$ cat config.mk
export PLATFORM = sky130hd
export DESIGN_NAME = sdram_bridge_p
export DESIGN_NICKNAME = d
export VERILOG_FILES = /design/src/rtl/sdram_bridge_p.sv
export SDC_FILE = /design/constraint.sdc
export NUM_CORES = 1
export LEC_CHECK = 0
export ABC_AREA = 1
export CAP_MARGIN = 20
export CORE_MARGIN = 2
export CORE_UTILIZATION = 31
export CTS_BUF_LIST = sky130_fd_sc_hd__clkbuf_2
export DETAILED_ROUTE_END_ITERATION = 10
export SYNTH_ARGS = -nofsm -noshare
export SYNTH_HDL_FRONTEND = slang
export SYNTH_SLANG_ARGS = --single-unit
$ cat constraint.sdc
create_clock -name in_HCLK -period 5.9 [get_ports in_HCLK]
set_input_delay 1.18 -clock in_HCLK [delete_from_list [all_inputs] [get_ports in_HCLK]]
set_output_delay 1.18 -clock in_HCLK [all_outputs]
set_load 0.1 [all_outputs]
$ cat src/rtl/sdram_bridge_p.sv
// Single-port bus to SDRAM bridge: open-page controller with per-bank row tracking,
// power-up init sequence and periodic auto-refresh.
module sdram_bridge_p #(
    parameter int DATA_W   = 32,
    parameter int ROW_W    = 14,
    parameter int COL_W    = 10,
    parameter int BANK_W   = 2,
    parameter int TRCD     = 2,
    parameter int TCAS     = 2,
    parameter int TRP      = 2,
    parameter int TRFC     = 6,
    parameter int REF_INT  = 780,
    parameter int INIT_CYC = 100
) (
    input  logic              in_HCLK,
    input  logic              in_HRESET,
    input  logic              in_HSEL,
    input  logic              in_HWRITE,
    input  logic [31:0]       in_HADDR,
    input  logic [DATA_W-1:0] in_HWDATA,
    output logic              out_HREADY,
    output logic [DATA_W-1:0] out_HRDATA,
    output logic              out_CS_n,
    output logic              out_RAS_n,
    output logic              out_CAS_n,
    output logic              out_WE_n,
    output logic [BANK_W-1:0] out_BA,
    output logic [ROW_W-1:0]  out_ADDR,
    output logic [DATA_W-1:0] out_DQ,
    output logic              out_DQ_OE,
    input  logic [DATA_W-1:0] in_DQ
);

    localparam int NBANK = 1 << BANK_W;
    localparam int CNT_W = 16;
    localparam int REF_W = 16;

    localparam logic [3:0] CMD_NOP   = 4'b0111;
    localparam logic [3:0] CMD_ACT   = 4'b0011;
    localparam logic [3:0] CMD_READ  = 4'b0101;
    localparam logic [3:0] CMD_WRITE = 4'b0100;
    localparam logic [3:0] CMD_PRE   = 4'b0010;
    localparam logic [3:0] CMD_REF   = 4'b0001;

    localparam logic [ROW_W-1:0] ADDR_A10 = ROW_W'(1024);

    typedef enum logic [3:0] {
        S_INIT, S_INIT_PRE, S_INIT_REF, S_IDLE, S_PRE, S_TRP_W, S_ACT,
        S_TRCD_W, S_RD, S_CAS_W, S_WR, S_REF_PRE, S_REF, S_TRFC_W
    } state_t;

    state_t              state_q;
    logic [CNT_W-1:0]    cnt_q;
    logic                init_q;
    logic                maint_q;
    logic                pend_q;
    logic [REF_W-1:0]    ref_cnt_q;
    logic                ref_wrap;

    logic [NBANK-1:0]    open_vld_q;
    logic [ROW_W-1:0]    open_row_q [NBANK];
    logic [NBANK-1:0]    bank_match;

    logic [BANK_W-1:0]   acc_bank_q;
    logic [ROW_W-1:0]    acc_row_q;
    logic [COL_W-1:0]    acc_col_q;
    logic                acc_write_q;
    logic [DATA_W-1:0]   acc_wdata_q;

    logic                hready_q;
    logic [DATA_W-1:0]   hrdata_q;
    logic [3:0]          cmd_q;
    logic [BANK_W-1:0]   ba_q;
    logic [ROW_W-1:0]    addr_q;
    logic [DATA_W-1:0]   dq_q;
    logic                dq_oe_q;

    logic [COL_W-1:0]    col_in;
    logic [BANK_W-1:0]   bank_in;
    logic [ROW_W-1:0]    row_in;
    logic                hit_in;
    logic                conflict_in;
    logic                unused_addr_w;

    assign col_in  = in_HADDR[2 +: COL_W];
    assign bank_in = in_HADDR[2 + COL_W +: BANK_W];
    assign row_in  = in_HADDR[2 + COL_W + BANK_W +: ROW_W];
    assign unused_addr_w = ^{in_HADDR[1:0], in_HADDR[31:2 + COL_W + BANK_W]};

    genvar gi;
    generate
        for (gi = 0; gi < NBANK; gi++) begin : g_bank_cmp
            assign bank_match[gi] = open_vld_q[gi] && (open_row_q[gi] == row_in);
        end
    endgenerate

    assign hit_in      = bank_match[bank_in];
    assign conflict_in = open_vld_q[bank_in] && !bank_match[bank_in];

    assign ref_wrap = (ref_cnt_q == REF_W'(REF_INT - 1));

    // Free-running refresh interval timer; never paused by the FSM.
    always_ff @(posedge in_HCLK or negedge in_HRESET) begin
        if (!in_HRESET) begin
            ref_cnt_q <= '0;
        end else begin
            ref_cnt_q <= ref_wrap ? '0 : ref_cnt_q + 1'b1;
        end
    end

    assign out_HREADY = hready_q;
    assign out_HRDATA = hrdata_q;
    assign {out_CS_n, out_RAS_n, out_CAS_n, out_WE_n} = cmd_q;
    assign out_BA     = ba_q;
    assign out_ADDR   = addr_q;
    assign out_DQ     = dq_q;
    assign out_DQ_OE  = dq_oe_q;

    // Commands are registered together with the state they belong to, so the
    // bus sees each command in the first cycle of its state. Access-path waits
    // assume TRP and TRCD of at least 2; init and refresh waits run a full
    // TRP/TRFC after the command cycle for extra margin.
    always_ff @(posedge in_HCLK or negedge in_HRESET) begin
        if (!in_HRESET) begin
            state_q     <= S_INIT;
            cnt_q       <= '0;
            init_q      <= 1'b1;
            maint_q     <= 1'b0;
            pend_q      <= 1'b0;
            open_vld_q  <= '0;
            for (int i = 0; i < NBANK; i++) begin
                open_row_q[i] <= '0;
            end
            acc_bank_q  <= '0;
            acc_row_q   <= '0;
            acc_col_q   <= '0;
            acc_write_q <= 1'b0;
            acc_wdata_q <= '0;
            hready_q    <= 1'b0;
            hrdata_q    <= '0;
            cmd_q       <= CMD_NOP;
            ba_q        <= '0;
            addr_q      <= '0;
            dq_q        <= '0;
            dq_oe_q     <= 1'b0;
        end else begin
            cmd_q    <= CMD_NOP;
            dq_oe_q  <= 1'b0;
            hready_q <= 1'b0;
            if (ref_wrap) begin
                pend_q <= 1'b1;
            end

            case (state_q)
                S_INIT: begin
                    if (cnt_q == CNT_W'(INIT_CYC)) begin
                        state_q <= S_INIT_PRE;
                        cmd_q   <= CMD_PRE;
                        addr_q  <= ADDR_A10;
                        maint_q <= 1'b1;
                    end else begin
                        cnt_q <= cnt_q + 1'b1;
                    end
                end

                S_INIT_PRE, S_REF_PRE: begin
                    state_q <= S_TRP_W;
                    cnt_q   <= CNT_W'(TRP - 1);
                end

                S_TRP_W: begin
                    if (cnt_q == '0) begin
                        if (maint_q) begin
                            state_q <= init_q ? S_INIT_REF : S_REF;
                            cmd_q   <= CMD_REF;
                            pend_q  <= ref_wrap;
                        end else begin
                            state_q                <= S_ACT;
                            cmd_q                  <= CMD_ACT;
                            ba_q                   <= acc_bank_q;
                            addr_q                 <= acc_row_q;
                            open_vld_q[acc_bank_q] <= 1'b1;
                            open_row_q[acc_bank_q] <= acc_row_q;
                        end
                    end else begin
                        cnt_q <= cnt_q - 1'b1;
                    end
                end

                S_INIT_REF, S_REF: begin
                    state_q <= S_TRFC_W;
                    cnt_q   <= CNT_W'(TRFC - 1);
                end

                S_TRFC_W: begin
                    if (cnt_q == '0) begin
                        state_q  <= S_IDLE;
                        init_q   <= 1'b0;
                        maint_q  <= 1'b0;
                        hready_q <= !(pend_q || ref_wrap);
                    end else begin
                        cnt_q <= cnt_q - 1'b1;
                    end
                end

                S_IDLE: begin
                    if (pend_q) begin
                        state_q    <= S_REF_PRE;
                        cmd_q      <= CMD_PRE;
                        addr_q     <= ADDR_A10;
                        open_vld_q <= '0;
                        maint_q    <= 1'b1;
                    end else if (in_HSEL && hready_q) begin
                        acc_bank_q  <= bank_in;
                        acc_row_q   <= row_in;
                        acc_col_q   <= col_in;
                        acc_write_q <= in_HWRITE;
                        acc_wdata_q <= in_HWDATA;
                        ba_q        <= bank_in;
                        if (hit_in) begin
                            state_q <= in_HWRITE ? S_WR : S_RD;
                            cmd_q   <= in_HWRITE ? CMD_WRITE : CMD_READ;
                            addr_q  <= ROW_W'(col_in);
                            if (in_HWRITE) begin
                                dq_q    <= in_HWDATA;
                                dq_oe_q <= 1'b1;
                            end
                        end else if (conflict_in) begin
                            state_q             <= S_PRE;
                            cmd_q               <= CMD_PRE;
                            addr_q              <= '0;
                            open_vld_q[bank_in] <= 1'b0;
                        end else begin
                            state_q             <= S_ACT;
                            cmd_q               <= CMD_ACT;
                            addr_q              <= row_in;
                            open_vld_q[bank_in] <= 1'b1;
                            open_row_q[bank_in] <= row_in;
                        end
                    end else begin
                        hready_q <= !ref_wrap;
                    end
                end

                S_PRE: begin
                    state_q <= S_TRP_W;
                    cnt_q   <= CNT_W'(TRP - 2);
                end

                S_ACT: begin
                    state_q <= S_TRCD_W;
                    cnt_q   <= CNT_W'(TRCD - 2);
                end

                S_TRCD_W: begin
                    if (cnt_q == '0) begin
                        state_q <= acc_write_q ? S_WR : S_RD;
                        cmd_q   <= acc_write_q ? CMD_WRITE : CMD_READ;
                        ba_q    <= acc_bank_q;
                        addr_q  <= ROW_W'(acc_col_q);
                        if (acc_write_q) begin
                            dq_q    <= acc_wdata_q;
                            dq_oe_q <= 1'b1;
                        end
                    end else begin
                        cnt_q <= cnt_q - 1'b1;
                    end
                end

                S_RD: begin
                    state_q <= S_CAS_W;
                    cnt_q   <= CNT_W'(TCAS - 1);
                end

                S_CAS_W: begin
                    if (cnt_q == '0) begin
                        hrdata_q <= in_DQ;
                        state_q  <= S_IDLE;
                        hready_q <= !(pend_q || ref_wrap);
                    end else begin
                        cnt_q <= cnt_q - 1'b1;
                    end
                end

                S_WR: begin
                    state_q  <= S_IDLE;
                    hready_q <= !(pend_q || ref_wrap);
                end

                default: begin
                    state_q <= S_INIT;
                    cnt_q   <= '0;
                end
            endcase
        end
    end

endmodule

* Yosys cells after proc, flatten, opt, wreduce, memory -nomap -nowiden
Index checks and enable logic that the tools add are counted.
Storage, ports and cells: register bits 244, input port bits 100, output and inout bits 86, word-level logic and storage cells 214
Operators by class: multiplexer cells 97, magnitude comparators 8, bitwise logic cells 8, $add $sub $neg 3, eq/ne operators 37, reductions and logical operators 38
Operators by type and width (number):
- $mux 56 | 6
- $mux 32 | 6
- $mux 14 | 10
- $bwmux 56 | 2
- $pmux 56 s2 | 1
- $pmux 16 s5 | 1
- $pmux 32 s2 | 1
- $mux 4 | 15
- $demux 14 s2 | 2
- $eq 14x14->1 | 4
- $pmux 14 s4 | 1
- $mux 16 | 3
- $pmux 4 s10 | 1
- $add 16x1->16 const B | 2
- $ne 2x2->1 const B | 15
- $eq 4x4->1 const B | 6
- $mux 1 | 23
- $mux 2 | 10
- $eq 16x10->1 const B | 1
- $eq 16x7->1 const B | 1
- $eq 4x3->1 const B | 4
- $logic_not 16->1 | 1
- $sub 16x1->16 const B | 1
- $mux 3 | 5
- other kinds (36) | 69

* Logic depth before layout (Yosys ltp)
depth after elaboration 11, mapped depth 17

* Worst setup path before layout
OpenSTA, ideal clock, no wires.
path kind register -> register, start register state_q[2], end register cnt_q[10], slack 2567 ps, library setup time 126 ps, arrival 3207 ps, cell stages (with the launch flop) 16, path through dfrtp_1 inv_2 nor2_1 inv_2 o21ai_0 ha_1 inv_1 o211ai_1 nand2_1 nand2_1 nand2_1 nand2_1 a21boi_0 or2_2 nand3_1 o21ai_0
On the way: longest elaborated chain between the ends 4, elaborated cells between the ends (all ways) 21, those cells by class eq/ne (13); mux (1); bitwise (1); reduce/logical (6)
Ends and longest elaborated chain:
- start, declared | RTL line 52 | state_t state_q;
- start signal, assigned | RTL line 174 | state_q <= init_q ? S_INIT_REF : S_REF;
- start signal, assigned | RTL line 221 | state_q <= in_HWRITE ? S_WR : S_RD;
- start signal, assigned | RTL line 257 | state_q <= acc_write_q ? S_WR : S_RD;
- $eq 4x4->1 (tied with other cells) | RTL line 154 | case (state_q)
- $reduce_or 4->1 (no line) / $reduce_or 2->1 (equally long branches)
- $ne 2x2->1 (no line) / $not 1->1 (equally long branches)
- $reduce_and 3->1 (no line)
- end signal, assigned | RTL line 162 | cnt_q <= cnt_q + 1'b1;
- end signal, assigned | RTL line 168 | cnt_q <= CNT_W'(TRP - 1);
- end signal, assigned | RTL line 186 | cnt_q <= cnt_q - 1'b1;
- end, declared | RTL line 53 | logic [CNT_W-1:0] cnt_q;
Several ways; a longest one is shown, not always the timed one. A chain may end at the register's enable or synchronous reset.

* Final worst setup path
start input port in_HADDR[24], end register open_row_q[12] (netlist bit)
On the way: longest elaborated chain between the ends 8, elaborated cells between the ends (all ways) 15, those cells by class eq/ne (6); mux (2); reduce/logical (7)
Ends and longest elaborated chain:
- start, declared | RTL line 19 | input logic [31:0] in_HADDR,
- $eq 14x14->1 | RTL line 93 | assign bank_match[gi] = open_vld_q[gi] && (open_row_q[gi] == row_in);
- $logic_and 1x1->1 | RTL line 93
- $bmux 1 s2 * | RTL line 97, 98
- $mux 1 (implied by the code) * | RTL line 97, 98
- $logic_not 1->1 | RTL line 98 | assign conflict_in = open_vld_q[bank_in] && !bank_match[bank_in];
- $logic_and 1x1->1 | RTL line 98
- $ne 2x2->1 (no line)
- $reduce_and 7->1 (no line) *
- end signal, assigned by index | RTL line 183 | open_row_q[acc_bank_q] <= acc_row_q;
- end signal, assigned by index | RTL line 238 | open_row_q[bank_in] <= row_in;
- end, declared | RTL line 61 | logic [ROW_W-1:0] open_row_q [NBANK];
Every way passes the cells marked *; elsewhere a longest branch is shown, timed or not. The select of a mux whose other input is x is not followed.

==> results.tsv <==
stage	metric	value	unit
yosys	Cell Area, Synth	0.0128	mm^2
power_and_ir_drop	LEAKAGE	7.69	nW
yosys	library cells used by synthesis	46	
power_and_ir_drop	cell-internal power	0.00240	W
power_and_ir_drop	Psw	0.000949	W
die	die footprint	0.0429	mm^2
final_layout	FILL cells	4310	
job	Max-cap violations	0	
final_layout	register area	0.00609	mm^2
setup_path	Crit Path Class	in2reg	
die	DIE WIDTH	207	um
power_and_ir_drop	peak supply drop	0.115	mV
outcome	status	complete, no violations	
final_layout	final instance area	0.0157	mm^2
route	vias	11991	
die	Top Ports	186	
power_and_ir_drop	power per standard cell area	213	mW/mm^2
final_layout	commonest non-fill, non-tap cell in the layout	nand2_1	
yosys	ys flop type	dfrtp_1	
placed_design	Final GP Congestion	0.910	
placed_design	I/O Buffers	178	
sta	Max-slew headroom	27.3	%
global_routing	initial antenna violation count	1	
global_routing	total gr overflow	0	
sta	Final Hold Fails	0	
route	Vias/cell	4.88	
yosys	Post-synth EDFFs	0	
route	DRT Pass-1 Iters	6	
yosys	Yosys warnings	0	
final_layout	multi-input combinational cell area	0.00578	mm^2
global_routing	Total GRT Usage	18.2	%
clock_tree	Root Driver	clkbuf_2	
die	Core ar.	0.0407	mm^2
sta	worst-margin pin slew	1090	ps
clock_tree	Post-CTS Resized	0	
placed_design	Final HPWL DP	26.5	mm
setup_path	setup slack, reg-to-reg	2620	ps
route	antenna viol nets, final	0	
clock_tree	Clock Path Buffers	3	
yosys	post-synthesis cell count	1678	
yosys	async set-reset flop share out of synthesis	100	%
clock_tree	CTS tree	built	
clock_tree	clock latency on the worst-skew pair	890	ps
sta	Final Max Slew Viols	0	
yosys	Syn Nets	1794	
setup_path	crit start category	primary input	
yosys	Synth Register Bits	243	
setup_path	CP arrival	4740	ps
die	Initial Utilization	31.4	%
sta	clk_skew	85.3	ps
final_layout	share of cells above drive strength 1	9.97	%
setup_path	WP data required	6600	ps
worst_hold_path	Hold Crit Class	in2async	
clock_tree	Worst-path clk slew	90	ps
power_and_ir_drop	sequential power share	50.2	%
yosys	register area share after synthesis	47.6	%
route	WL/cell	15.9	um
power_and_ir_drop	combinational share of power	8.7	%
global_routing	first-pass GRT wire length	63.6	mm
sta	Fmax	0.248	GHz
clock_tree	Setup Fix Bufs, Post-CTS	0	
route	Remaining DRCs	0	
clock_tree	H-Tree Depth	3	
global_routing	vias in the first global route	11860	
final_layout	fin nets	1993	
route	Initial DRC Count	944	
placed_design	Cell Area, Placed	0.0150	mm^2
die	Rows	74	
sta	fin crit period	4040	ps
final_layout	area delta synth->final	23.1	%
sta	post-route setup TNS	0	ps
yosys	average size of a mapped cell	7.62	um^2
clock_tree	cts bufs inserted	71	
setup_path	Crit Path Max Fanout	26	
global_routing	largest net degree at the start of global routing	129	
power_and_ir_drop	Net Sw Frac	28.3	%
sta	Final Cycle Share	68.4	%
placed_design	DP Worst Slack	1130	ps
route	Routed WL	39.1	mm
sta	endpoints failing setup	0	
sta	Final Worst Setup Slack	1860	ps
clock_tree	# hold bufs at CTS	0	
power_and_ir_drop	part of the power in the clock network	41.1	%
die	chip height	207	um
setup_path	Crit. End Element	flop	
final_layout	most frequent cells in the layout	nand2_1 (646), dfrtp_1 (239), clkdlybuf4s50_1 (177)	
sta	RSZ-0062 raised after global routing	false	
clock_tree	CTS Sinks	243	
[cell usage after synthesis (2+ instances only)]
master     number  share of area (%)
mux2_2         34                3.0
a21boi_0        2               0.12
xor2_1          9               0.62
buf_1           9               0.26
dfstp_2         4               0.82
o21ai_0        61                2.4
buf_6           3               0.26
a21oi_1        24               0.94
nor3b_1         3               0.18
xnor2_1        12               0.82
inv_1         146                4.3
buf_4           7               0.41
o22ai_1        67                3.3
buf_2          15               0.59
ha_1           15                1.5
nor2_8          3               0.47
o21ai_1         4               0.16
nor2_4          2               0.18
nor2_1        134                3.9
nor3_1         16               0.63
nand4_1        15               0.73
nand3_1        90                3.5
o31ai_1         3               0.18
a21o_1          2               0.12
nor2_2          4               0.20
o211ai_1        6               0.35
o2111ai_1       3               0.21
nor4_1          3               0.15
dfrtp_1       239                 47
nand2_1       646                 19
clkbuf_1       27               0.79
inv_2          20               0.59
a31oi_1        37                1.8
[per-layer routing]
layer  GRT usage, %  share of wire, %  vias to the layer above  routed length, um
met5              0                 0                        -                  0
li1               -                 -                     5846                  -
met2           29.5                47                      412              18400
met4           5.52               2.0                        0                777
met3           4.44               6.9                       74               2690
met1           24.2                44                     5659              17200
[worst max-delay path, cell delays in order]
cell             delay [ps]
clkdlybuf4s50_1         620
inv_1                   310
nand2_1                 120
nand2_1                 100
nor2_1                   40
nand2_1                 100
nor2_1                   60
nand2_1                  70
nand2_1                  90
nor2_2                  350
o21ai_1                 210
nor2_4                  600
nand2_1                 610
nand2_1                 180
nand2_1                  60
[flip-flops by register name, indices dropped and copies added, names as in the netlist, 3 cells and up]
name         cells
ref_cnt_q       16
acc_row_q       14
cmd_q            3
cnt_q           16
open_row_q      56
state_q          4
open_vld_q       4
out_HRDATA      32
acc_col_q       10
acc_wdata_q     32
out_DQ          32
out_ADDR        14
[path summary, 6_finish.rpt]
path                              startpoint        endpoint  depth (start not counted)
min in group in_HCLK            ref_cnt_q[0]    ref_cnt_q[0]                          1
worst max register to register    state_q[2]  open_row_q[53]                         10
worst min register to register  ref_cnt_q[0]    ref_cnt_q[0]                          1
max in group asynchronous          in_HRESET    ref_cnt_q[2]                          2
worst min-delay path               in_HRESET  open_row_q[11]                          1
worst max-delay path            in_HADDR[24]  open_row_q[12]                         15
[per-stage QoR]
step                      std cells  hold WS, ps  total power, W  utilization, %
after floorplan                1678          433         0.00185               -
after global placement         2336          446         0.00201            36.9
after detailed placement       2336          459         0.00201            36.9
after CTS                      2458          412         0.00340            38.6
after global routing           2459          422         0.00353            38.6
final                          2459          453         0.00335            38.6
[kinds of logic after synthesis]
kind of cell	Yosys count	synth area share [%]
adder cells (fa/ha/maj)	16	1.63
buffers and inverters	230	7.31
flip-flops	243	47.6
other	1	0.0293
multiplexers	34	3.00
AO/OA/AOI/OAI	215	9.93
XOR/XNOR	21	1.44
AND/OR/NAND/NOR	918	29.1
[layout make-up]
cell class,count,share of cell area (%)
flip-flops and latches,243,38.7
multi-input cells,1205,36.7
repair buffers,188,11.9
well taps,532,4.23
inverters,168,4.03
clock buffers,100,3.18
clock inverters,22,1.20
diodes,1,0.0159
[power groups by stage]
stage	combinational (W)	clock, W	sequential (W)
2_1_floorplan	0.0000552	0	0.00180
3_5_place_dp	0.000293	0	0.00171
5_1_grt	0.000311	0.00154	0.00168
6_report	0.000291	0.00138	0.00168
3_3_place_gp	0.000293	0	0.00171
4_1_cts	0.000294	0.00143	0.00168
No activity file was read; power rests on OpenSTA's default activity.
